$ cat src/rtl/hilo_unit.sv
// HI/LO register file and multiply/divide sequencer for the multicycle core.
// Optional wait timeout is compiled in with `define HILO_TIMEOUT_EN.
module hilo_unit #(
  parameter int unsigned TIMEOUT_CYCLES = 40
) (
  input  logic        clk,
  input  logic        reset,
  input  logic        req_valid_i,
  input  logic [1:0]  req_op_i,
  input  logic [31:0] req_data_i,
  output logic        req_ready_o,
  output logic        mult_start_o,
  input  logic [31:0] mult_hi_i,
  input  logic [31:0] mult_lo_i,
  input  logic        mult_done_i,
  output logic        div_start_o,
  input  logic [31:0] div_hi_i,
  input  logic [31:0] div_lo_i,
  input  logic        div_done_i,
  input  logic        div_zero_i,
  output logic [31:0] hi_o,
  output logic [31:0] lo_o,
  output logic        busy_o,
  output logic        div_zero_err_o,
  output logic        timeout_err_o
);

  typedef enum logic [1:0] {StIdle, StWaitMult, StWaitDiv} state_e;

  localparam logic [1:0] OpMult = 2'b00;
  localparam logic [1:0] OpDiv  = 2'b01;
  localparam logic [1:0] OpMthi = 2'b10;
  localparam logic [1:0] OpMtlo = 2'b11;

  state_e      state_q;
  logic [31:0] hi_q, lo_q;
  logic        mult_start_q, div_start_q;
  logic        div_zero_err_q;

  // A done strobe in the same cycle as our own start pulse belongs to an older op.
  logic mult_fire, div_fire;
  assign mult_fire = mult_done_i && !mult_start_q;
  assign div_fire  = div_done_i && !div_start_q;

`ifdef HILO_TIMEOUT_EN
  logic [31:0] wait_cnt_q;
  logic        timeout_err_q;
  logic        expired;
  assign expired = (wait_cnt_q == TIMEOUT_CYCLES - 1);
`endif

  always_ff @(posedge clk) begin
    if (reset) begin
      state_q        <= StIdle;
      hi_q           <= '0;
      lo_q           <= '0;
      mult_start_q   <= 1'b0;
      div_start_q    <= 1'b0;
      div_zero_err_q <= 1'b0;
`ifdef HILO_TIMEOUT_EN
      wait_cnt_q     <= '0;
      timeout_err_q  <= 1'b0;
`endif
    end else begin
      mult_start_q <= 1'b0;
      div_start_q  <= 1'b0;
      unique case (state_q)
        StIdle: begin
`ifdef HILO_TIMEOUT_EN
          wait_cnt_q <= '0;
`endif
          if (req_valid_i) begin
            unique case (req_op_i)
              OpMult: begin
                state_q      <= StWaitMult;
                mult_start_q <= 1'b1;
              end
              OpDiv: begin
                state_q        <= StWaitDiv;
                div_start_q    <= 1'b1;
                div_zero_err_q <= 1'b0;
              end
              OpMthi: hi_q <= req_data_i;
              OpMtlo: lo_q <= req_data_i;
              default: ;
            endcase
          end
        end
        StWaitMult: begin
          if (mult_fire) begin
            hi_q    <= mult_hi_i;
            lo_q    <= mult_lo_i;
            state_q <= StIdle;
          end
`ifdef HILO_TIMEOUT_EN
          else if (expired) begin
            state_q       <= StIdle;
            timeout_err_q <= 1'b1;
          end else begin
            wait_cnt_q <= wait_cnt_q + 32'd1;
          end
`endif
        end
        StWaitDiv: begin
          if (div_fire) begin
            if (div_zero_i) begin
              div_zero_err_q <= 1'b1;
            end else begin
              hi_q <= div_hi_i;
              lo_q <= div_lo_i;
            end
            state_q <= StIdle;
          end
`ifdef HILO_TIMEOUT_EN
          else if (expired) begin
            state_q       <= StIdle;
            timeout_err_q <= 1'b1;
          end else begin
            wait_cnt_q <= wait_cnt_q + 32'd1;
          end
`endif
        end
        default: state_q <= StIdle;
      endcase
    end
  end

`ifdef HILO_TIMEOUT_EN
  assign timeout_err_o = timeout_err_q;
`else
  logic unused_timeout_cfg;
  assign unused_timeout_cfg = ^TIMEOUT_CYCLES;
  assign timeout_err_o      = 1'b0;
`endif

  assign req_ready_o    = (state_q == StIdle);
  assign busy_o         = (state_q != StIdle);
  assign mult_start_o   = mult_start_q;
  assign div_start_o    = div_start_q;
  assign hi_o           = hi_q;
  assign lo_o           = lo_q;
  assign div_zero_err_o = div_zero_err_q;

endmodule
$ cat config.mk
export PLATFORM = sky130hd
export DESIGN_NAME = hilo_unit
export DESIGN_NICKNAME = d
export VERILOG_FILES = /design/src/rtl/hilo_unit.sv
export SDC_FILE = /design/constraint.sdc
export NUM_CORES = 1
export LEC_CHECK = 0
export CORE_MARGIN = 5
export CORE_UTILIZATION = 40
export CTS_CLUSTER_SIZE = 30
export DETAILED_ROUTE_END_ITERATION = 6
export PLACE_DENSITY = 0.81
export SLEW_MARGIN = 20
export SYNTH_ARGS = -nofsm -noshare
export SYNTH_HDL_FRONTEND = slang
export SYNTH_SLANG_ARGS = --single-unit
$ cat constraint.sdc
create_clock -name clk -period 2 [get_ports clk]
set_input_delay 0.3 -clock clk [delete_from_list [all_inputs] [get_ports clk]]
set_output_delay 0.3 -clock clk [all_outputs]
set_load 0.02 [all_outputs]
==> results of run 1 <==
stage by stage:
step           hold WS, ns  setup slack (ns)  cells  area, um2
2_1_floorplan        0.372             0.271    552       4500
3_3_place_gp         0.461            0.0428    890       7030
3_5_place_dp         0.467            0.0105    890       7030
4_1_cts              0.477            0.0172    906       7350
5_1_grt              0.500          -0.00264    906       7360
6_report             0.478            0.0895    906       7360
how the worst min path moves through the flow:
stage / startpoint / end / slack [ns] / cells past startpoint
global route: lo_o[8] / lo_o[8] / 0.50 / 2
finish: lo_o[6] / lo_o[6] / 0.48 / 2
detailed placement: lo_o[7] / lo_o[7] / 0.47 / 2
global placement: lo_o[7] / lo_o[7] / 0.46 / 2
CTS: lo_o[6] / lo_o[6] / 0.48 / 2
floorplan: req_op_i[0] / mult_start_o / 0.37 / 1
final cells by class:
class / instances / area, um2 / area share (%)
sequential: 69 / 1380 / 18.8
clock buffer: 9 / 225 / 3.06
inverter: 69 / 259 / 3.52
clock inverter: 7 / 90.1 / 1.22
multi-input combinational: 357 / 2610 / 35.4
timing repair buffer: 255 / 2630 / 35.7
tap: 140 / 175 / 2.38
kinds of logic (layout without fill, tap and decap cells):
logic type | Yosys count | count (layout) | share of synthesized area (%)
buffers and inverters | 126 | 340 | 12.4
AND/OR/NAND/NOR | 211 | 211 | 20.1
AO/OA/AOI/OAI | 138 | 138 | 34.9
adder cells (fa/ha/maj) | 6 | 6 | 1.67
multiplexers | 1 | 1 | 0.222
flip-flops | 69 | 69 | 30.7
other | 1 | 1 | 0.0833
registers in the layout, indices dropped and copies added, names as in the netlist:
| signal | count |
|---|---|
| hi_o | 32 |
| lo_o | 32 |
| state_q | 2 |
| div_start_o | 1 |
| div_zero_err_o | 1 |
| mult_start_o | 1 |
worst max-delay path: cells and delay by family, from the launching register on:
kind / cells / cell delay [ns]
flip-flops: 1 / 0.38
AO/OA/AOI/OAI: 2 / 0.36
adder cells (fa/ha/maj): 1 / 0.20
buffers and inverters: 2 / 0.34
AND/OR/NAND/NOR: 2 / 0.47
layout by cell type, fill, tap and decap left out, types with 2 or more instances in the layout:
master	instances
dfxtp_1	69
dlygate4sd2_1	2
clkdlybuf4s50_1	233
and3_4	2
a22oi_1	64
clkinv_2	3
buf_12	10
inv_1	68
nand2_1	67
nand2b_1	4
o32ai_1	4
ha_2	3
o31ai_1	2
nand3_1	67
buf_4	9
o32ai_2	60
bufinv_16	2
nor2_1	67
ha_1	2
clkbuf_16	9
clkinvlp_4	2
power by group:
part / switching (mW) / internal, mW / leakage (nW)
clock network: 0.562 / 1.08 / 0.151
registers: 0.0719 / 1.51 / 0.563
logic: 1.03 / 0.976 / 1.76
total: 1.67 / 3.57 / 2.47
repair_timing:
action,in CTS,in global routing
pin swaps,0,1
resized for setup,3,4
gates cloned,0,0
setup endpoints to repair,2,65
layer usage:
metal,up-vias,wire (um),GRT usage (%)
met1,2264,5720,23.8
met4,0,335,7.66
met3,33,1290,5.12
met2,219,8190,41.2
met5,-,0,0
li1,2376,-,-
==> run summary, run 1 <==
Worst-Margin Slew -> 0.651 ns
H-Tree Depth -> 3
Ys async rst share -> 0%
CTS clk-pin slew, worst paths -> 0.06 ns
Core ar. -> 10900 um2
Peak VDD IR -> 567 uV
Layout Nets -> 935
Height of the chip -> 116 um
Post-synth top cells -> dfxtp_1 (69), inv_1 (68), nand2_1 (67), nand3_1 (67), nor2_1 (67)
Final setup viols -> 0
Share of layout cells above drive strength 1 -> 13.8%
Final estimated routing congestion in global placement -> 0.882
GRT overflow -> 0
Worst hold path type -> reg -> reg
DP Wirelength -> 12.0 mm
Post-Syn Area -> 4500 um2
Worst-path fanout max -> 20
Seq/Total Area, Yosys -> 30.7%
Hold_buf cts -> 0
CTS Buf Count -> 9
Final Critical Period -> 1.91 ns
Count of state elements after synthesis -> 69
Pwr Density -> 711 nW/um2
Routed len/inst -> 17.1 um
Worst Setup End Kind -> register
Final period util -> 95.5%
Syn nets -> 726
Die width -> 116 um
Internal reg-to-reg setup slack -> 0.09 ns
Total GRT Usage -> 21.9%
Area leader, netlist -> dfxtp_1
Setup Skew -> 0.00826 ns
Startpoint types -> register
Max-Cap Viols -> 0
CTS Sinks -> 69
Largest net degree at the start of global routing -> 58
CTS tree -> built
Reg-to-Reg End -> hi_o[26]
FF-to-FF Start -> state_q[0]
Crit-path cells -> inv_1 > ha_4 > nor2b_2 > a211oi_4 > and3_4 > buf_12 > o32ai_1
# IOs -> 238
Post-Route WL -> 15.5 mm
Initial antenna violation count -> 0
CP required -> 2.17 ns
Leak -> 2.47 nW
Reg2reg path depth -> 7
Crit path arrival time -> 2.08 ns
Power, Total -> 5.24 mW
Synth warn -> 0
Post-Synthesis Cells -> 552
Antenna cell count -> 0
Vias per cell -> 5.40
# rows -> 38
Clk Latency, worst-skew pair -> 0.32 ns
Slew Viols, Final -> 0
Synthesized area per cell -> 8.16 um2
Layout area overhead -> 63.6%
Vias -> 4892
Bufs on Longest Clock Path -> 2
Critical path's largest stage delay -> 0.38 ns
Synth top area cells -> dfxtp_1 (31%), o32ai_2 (22%), a22oi_1 (11%), nand3_1 (7.4%), inv_1 (5.7%)
Final core area utilization -> 67.3%
Total die area -> 13500 um2
IO buf count -> 236
Final hold vios -> 0
Global-route wire length before repair -> 23.5 mm
Clock Tree Root -> clkbuf_16
Fillers -> 869
DRC -> 0
Top_reg_cell synth -> dfxtp_1
Number of global-route vias before repair -> 4964
Status -> finished clean
Synth unique cells -> 31
Postcts setup bufs -> 0
Drt first-iter violations -> 342
Antenna-violating nets left -> 0
Slew margin rel. -> 56.6%
Initial Util -> 41.2%
Count leader, synth -> dfxtp_1
DRT Pass-1 Iters -> 5
Setup TNS -> 0 ns
Critical Path Start -> state_q[0]
Slowest cell on crit path -> dfxtp_1
WS Path Type -> reg -> reg
Yosys top cell area share -> 30.7%
Crit path to -> hi_o[26]
Max frequency -> 0.523 GHz
Post-synth EDFFs -> 0
(Power assumes the default switching activity.)
==> inputs of run 2 (changes only) <==
--- a/config.mk
+++ b/config.mk
@@ -7,9 +7,9 @@
 export LEC_CHECK = 0
 export CORE_MARGIN = 5
 export CORE_UTILIZATION = 40
-export CTS_CLUSTER_SIZE = 30
 export DETAILED_ROUTE_END_ITERATION = 6
 export PLACE_DENSITY = 0.81
+export RECOVER_POWER = 100
 export SLEW_MARGIN = 20
 export SYNTH_ARGS = -nofsm -noshare
 export SYNTH_HDL_FRONTEND = slang
==> run 2 against run 1 <==
Against the previous run:
- routed wire length is 0.86% higher
- flip-flop and latch count stayed put
- sequential power hardly changed
- sequential share of layout area is 0.79 points higher
- worst setup slack better by 0.036 ns
- via count is 0.10% higher
- clock skew hardly changed
==> run summary, run 2 (same netlist as run 1, synthesis figures left out) <==
Status -> finished clean
Max-Cap Viols -> 0
Reg2reg path depth -> 7
Leak -> 2.60 nW
Crit path arrival time -> 2.06 ns
Clk Latency, worst-skew pair -> 0.32 ns
Antenna cell count -> 0
Slew margin rel. -> 63.3%
Total die area -> 13500 um2
DRC -> 0
IO buf count -> 236
FF-to-FF Start -> state_q[1]
Routed len/inst -> 17.3 um
Multi-input gate area -> 2320 um2
Layout Nets -> 935
DRT Pass-1 Iters -> 5
Post-DP Area -> 7030 um2
Worst hold path type -> reg -> reg
Vias -> 4897
Met2 wire len -> 8.29 mm
Final Cell Area -> 7070 um2
Startpoint types -> register
Critical path's largest stage delay -> 0.39 ns
Final period util -> 93.7%
Initial Util -> 41.2%
Layout area overhead -> 57.0%
Initial antenna violation count -> 0
WHS Endpoint -> lo_o[28]
Worst-Margin Slew -> 0.551 ns
Metal1 wirelength -> 5.80 mm
# rows -> 38
Worst-path fanout max -> 12
RSZ-0062 raised after global routing -> false
Antenna-violating nets left -> 0
CP required -> 2.19 ns
Commonest cells after routing, fill and taps aside -> clkdlybuf4s50_1 (166), dfxtp_1 (69), inv_1 (68)
Global-route wire length before repair -> 23.5 mm
Hold_sp -> lo_o[28]
Highest metal used -> met4
Die width -> 116 um
Number of global-route vias before repair -> 4964
Clock Tree Root -> clkbuf_16
GRT overflow -> 0
Internal reg-to-reg setup slack -> 0.13 ns
Height of the chip -> 116 um
Vias per cell -> 5.41
Peak VDD IR -> 550 uV
Max frequency -> 0.533 GHz
Pwr Density -> 716 nW/um2
DP Wirelength -> 12.0 mm
Slowest cell on crit path -> dfxtp_1
Hold-critical path depth -> 2
Total GRT Usage -> 21.9%
Crit-path cells -> inv_1 > ha_4 > nor2b_2 > a211oi_4 > and3_4 > buf_6 > o32ai_1
Final estimated routing congestion in global placement -> 0.882
Hold_buf cts -> 0
CTS Buf Count -> 9
Final hold vios -> 0
Worst Setup End Kind -> register
CTS tree -> built
Storage element area -> 1380 um2
# IOs -> 238
Final setup viols -> 0
Reg-to-Reg End -> hi_o[20]
Slew Viols, Final -> 0
Final Critical Period -> 1.87 ns
WS Path Type -> reg -> reg
CTS Sinks -> 69
Drt first-iter violations -> 312
Fillers -> 929
Core ar. -> 10900 um2
Commonest non-fill, non-tap cell in the layout -> clkdlybuf4s50_1
Postcts setup bufs -> 0
Bufs on Longest Clock Path -> 2
Met3 Routed Length -> 1.28 mm
Share of layout cells above drive strength 1 -> 8.75%
Power, Total -> 5.06 mW
Setup Skew -> 0.00826 ns
Post-Route WL -> 15.7 mm
H-Tree Depth -> 3
Setup TNS -> 0 ns
CTS clk-pin slew, worst paths -> 0.06 ns
Largest net degree at the start of global routing -> 58
==> run 2: changes by cell type in the layout (fill, tap and decap cells not counted) <==
cell and change:
buf_6 +1, o32ai_2 -38, ha_1 +1, dlygate4sd3_1 +67, clkdlybuf4s50_1 -67, o32ai_1 +38, buf_12 -1, ha_2 -1
==> run 2: worst max-delay path by stage <==
| stage | from | endpoint | slack (ns) | cells after the start |
|---|---|---|---|---|
| 3_3_place_gp | mult_done_i | hi_o[7] | 0.04 | 6 |
| 2_1_floorplan | state_q[0] | lo_o[12] | 0.27 | 8 |
| 4_1_cts | state_q[1] | hi_o[2] | 0.02 | 7 |
| 6_report | state_q[1] | hi_o[20] | 0.13 | 7 |
| 5_1_grt | state_q[0] | hi_o[11] | 0.04 | 7 |
| 3_5_place_dp | req_valid_i | hi_o[30] | 0.01 | 6 |
==> run 2: timing repair <==
item | 4_1_cts | 5_1_grt
endpoints found under the hold margin | 0 | 0
pin swaps | 0 | 1
cloned | 0 | 0
resized for setup | 3 | 4
endpoints found under the setup margin | 2 | 65
==> run 2: critical path, delay by kind of cell, from the launching register on <==
| family | cells | cell delay, ns |
|---|---|---|
| fa+ha+maj | 1 | 0.20 |
| compound gates | 2 | 0.36 |
| buf+inv | 2 | 0.32 |
| flops | 1 | 0.39 |
| simple gates | 2 | 0.46 |
==> run 2: routing by layer <==
layer,up-vias,GRT usage [%]
li1,2379,-
met1,2286,23.8
met2,203,41.2
met3,29,5.12
met4,0,7.66
met5,-,0
==> run 2: area by class of cell <==
class / instances / share of cell area, %
clock buffer: 9 / 3.19
clock inverter: 7 / 1.27
inverter: 69 / 3.66
multi-input combinational: 357 / 32.8
sequential: 69 / 19.5
tap: 140 / 2.48
timing repair buffer: 255 / 37.1
==> run 2: metrics by stage <==
stage | std cells | hold WS, ns | setup WS (ns) | utilization (%)
final | 906 | 0.468 | 0.125 | 64.6
after global routing | 906 | 0.483 | 0.0404 | 64.6
after CTS | 906 | 0.477 | 0.0172 | 67.2
after detailed placement | 890 | 0.467 | 0.0105 | 64.3
after global placement | 890 | 0.461 | 0.0428 | 64.3
after floorplan | 552 | 0.372 | 0.271 | -
==> run 2: power breakdown <==
part	internal [mW]	switching, mW
combinational	0.869	0.974
sequential	1.51	0.0656
clock	1.08	0.560
==> inputs of run 3 (changes only) <==
--- a/config.mk
+++ b/config.mk
@@ -7,6 +7,7 @@
 export LEC_CHECK = 0
 export CORE_MARGIN = 5
 export CORE_UTILIZATION = 40
+export CTS_CLUSTER_SIZE = 16
 export DETAILED_ROUTE_END_ITERATION = 6
 export PLACE_DENSITY = 0.81
 export RECOVER_POWER = 100
==> results of run 3 <==
Final layout, timing and power as in run 2 (identical DEF).
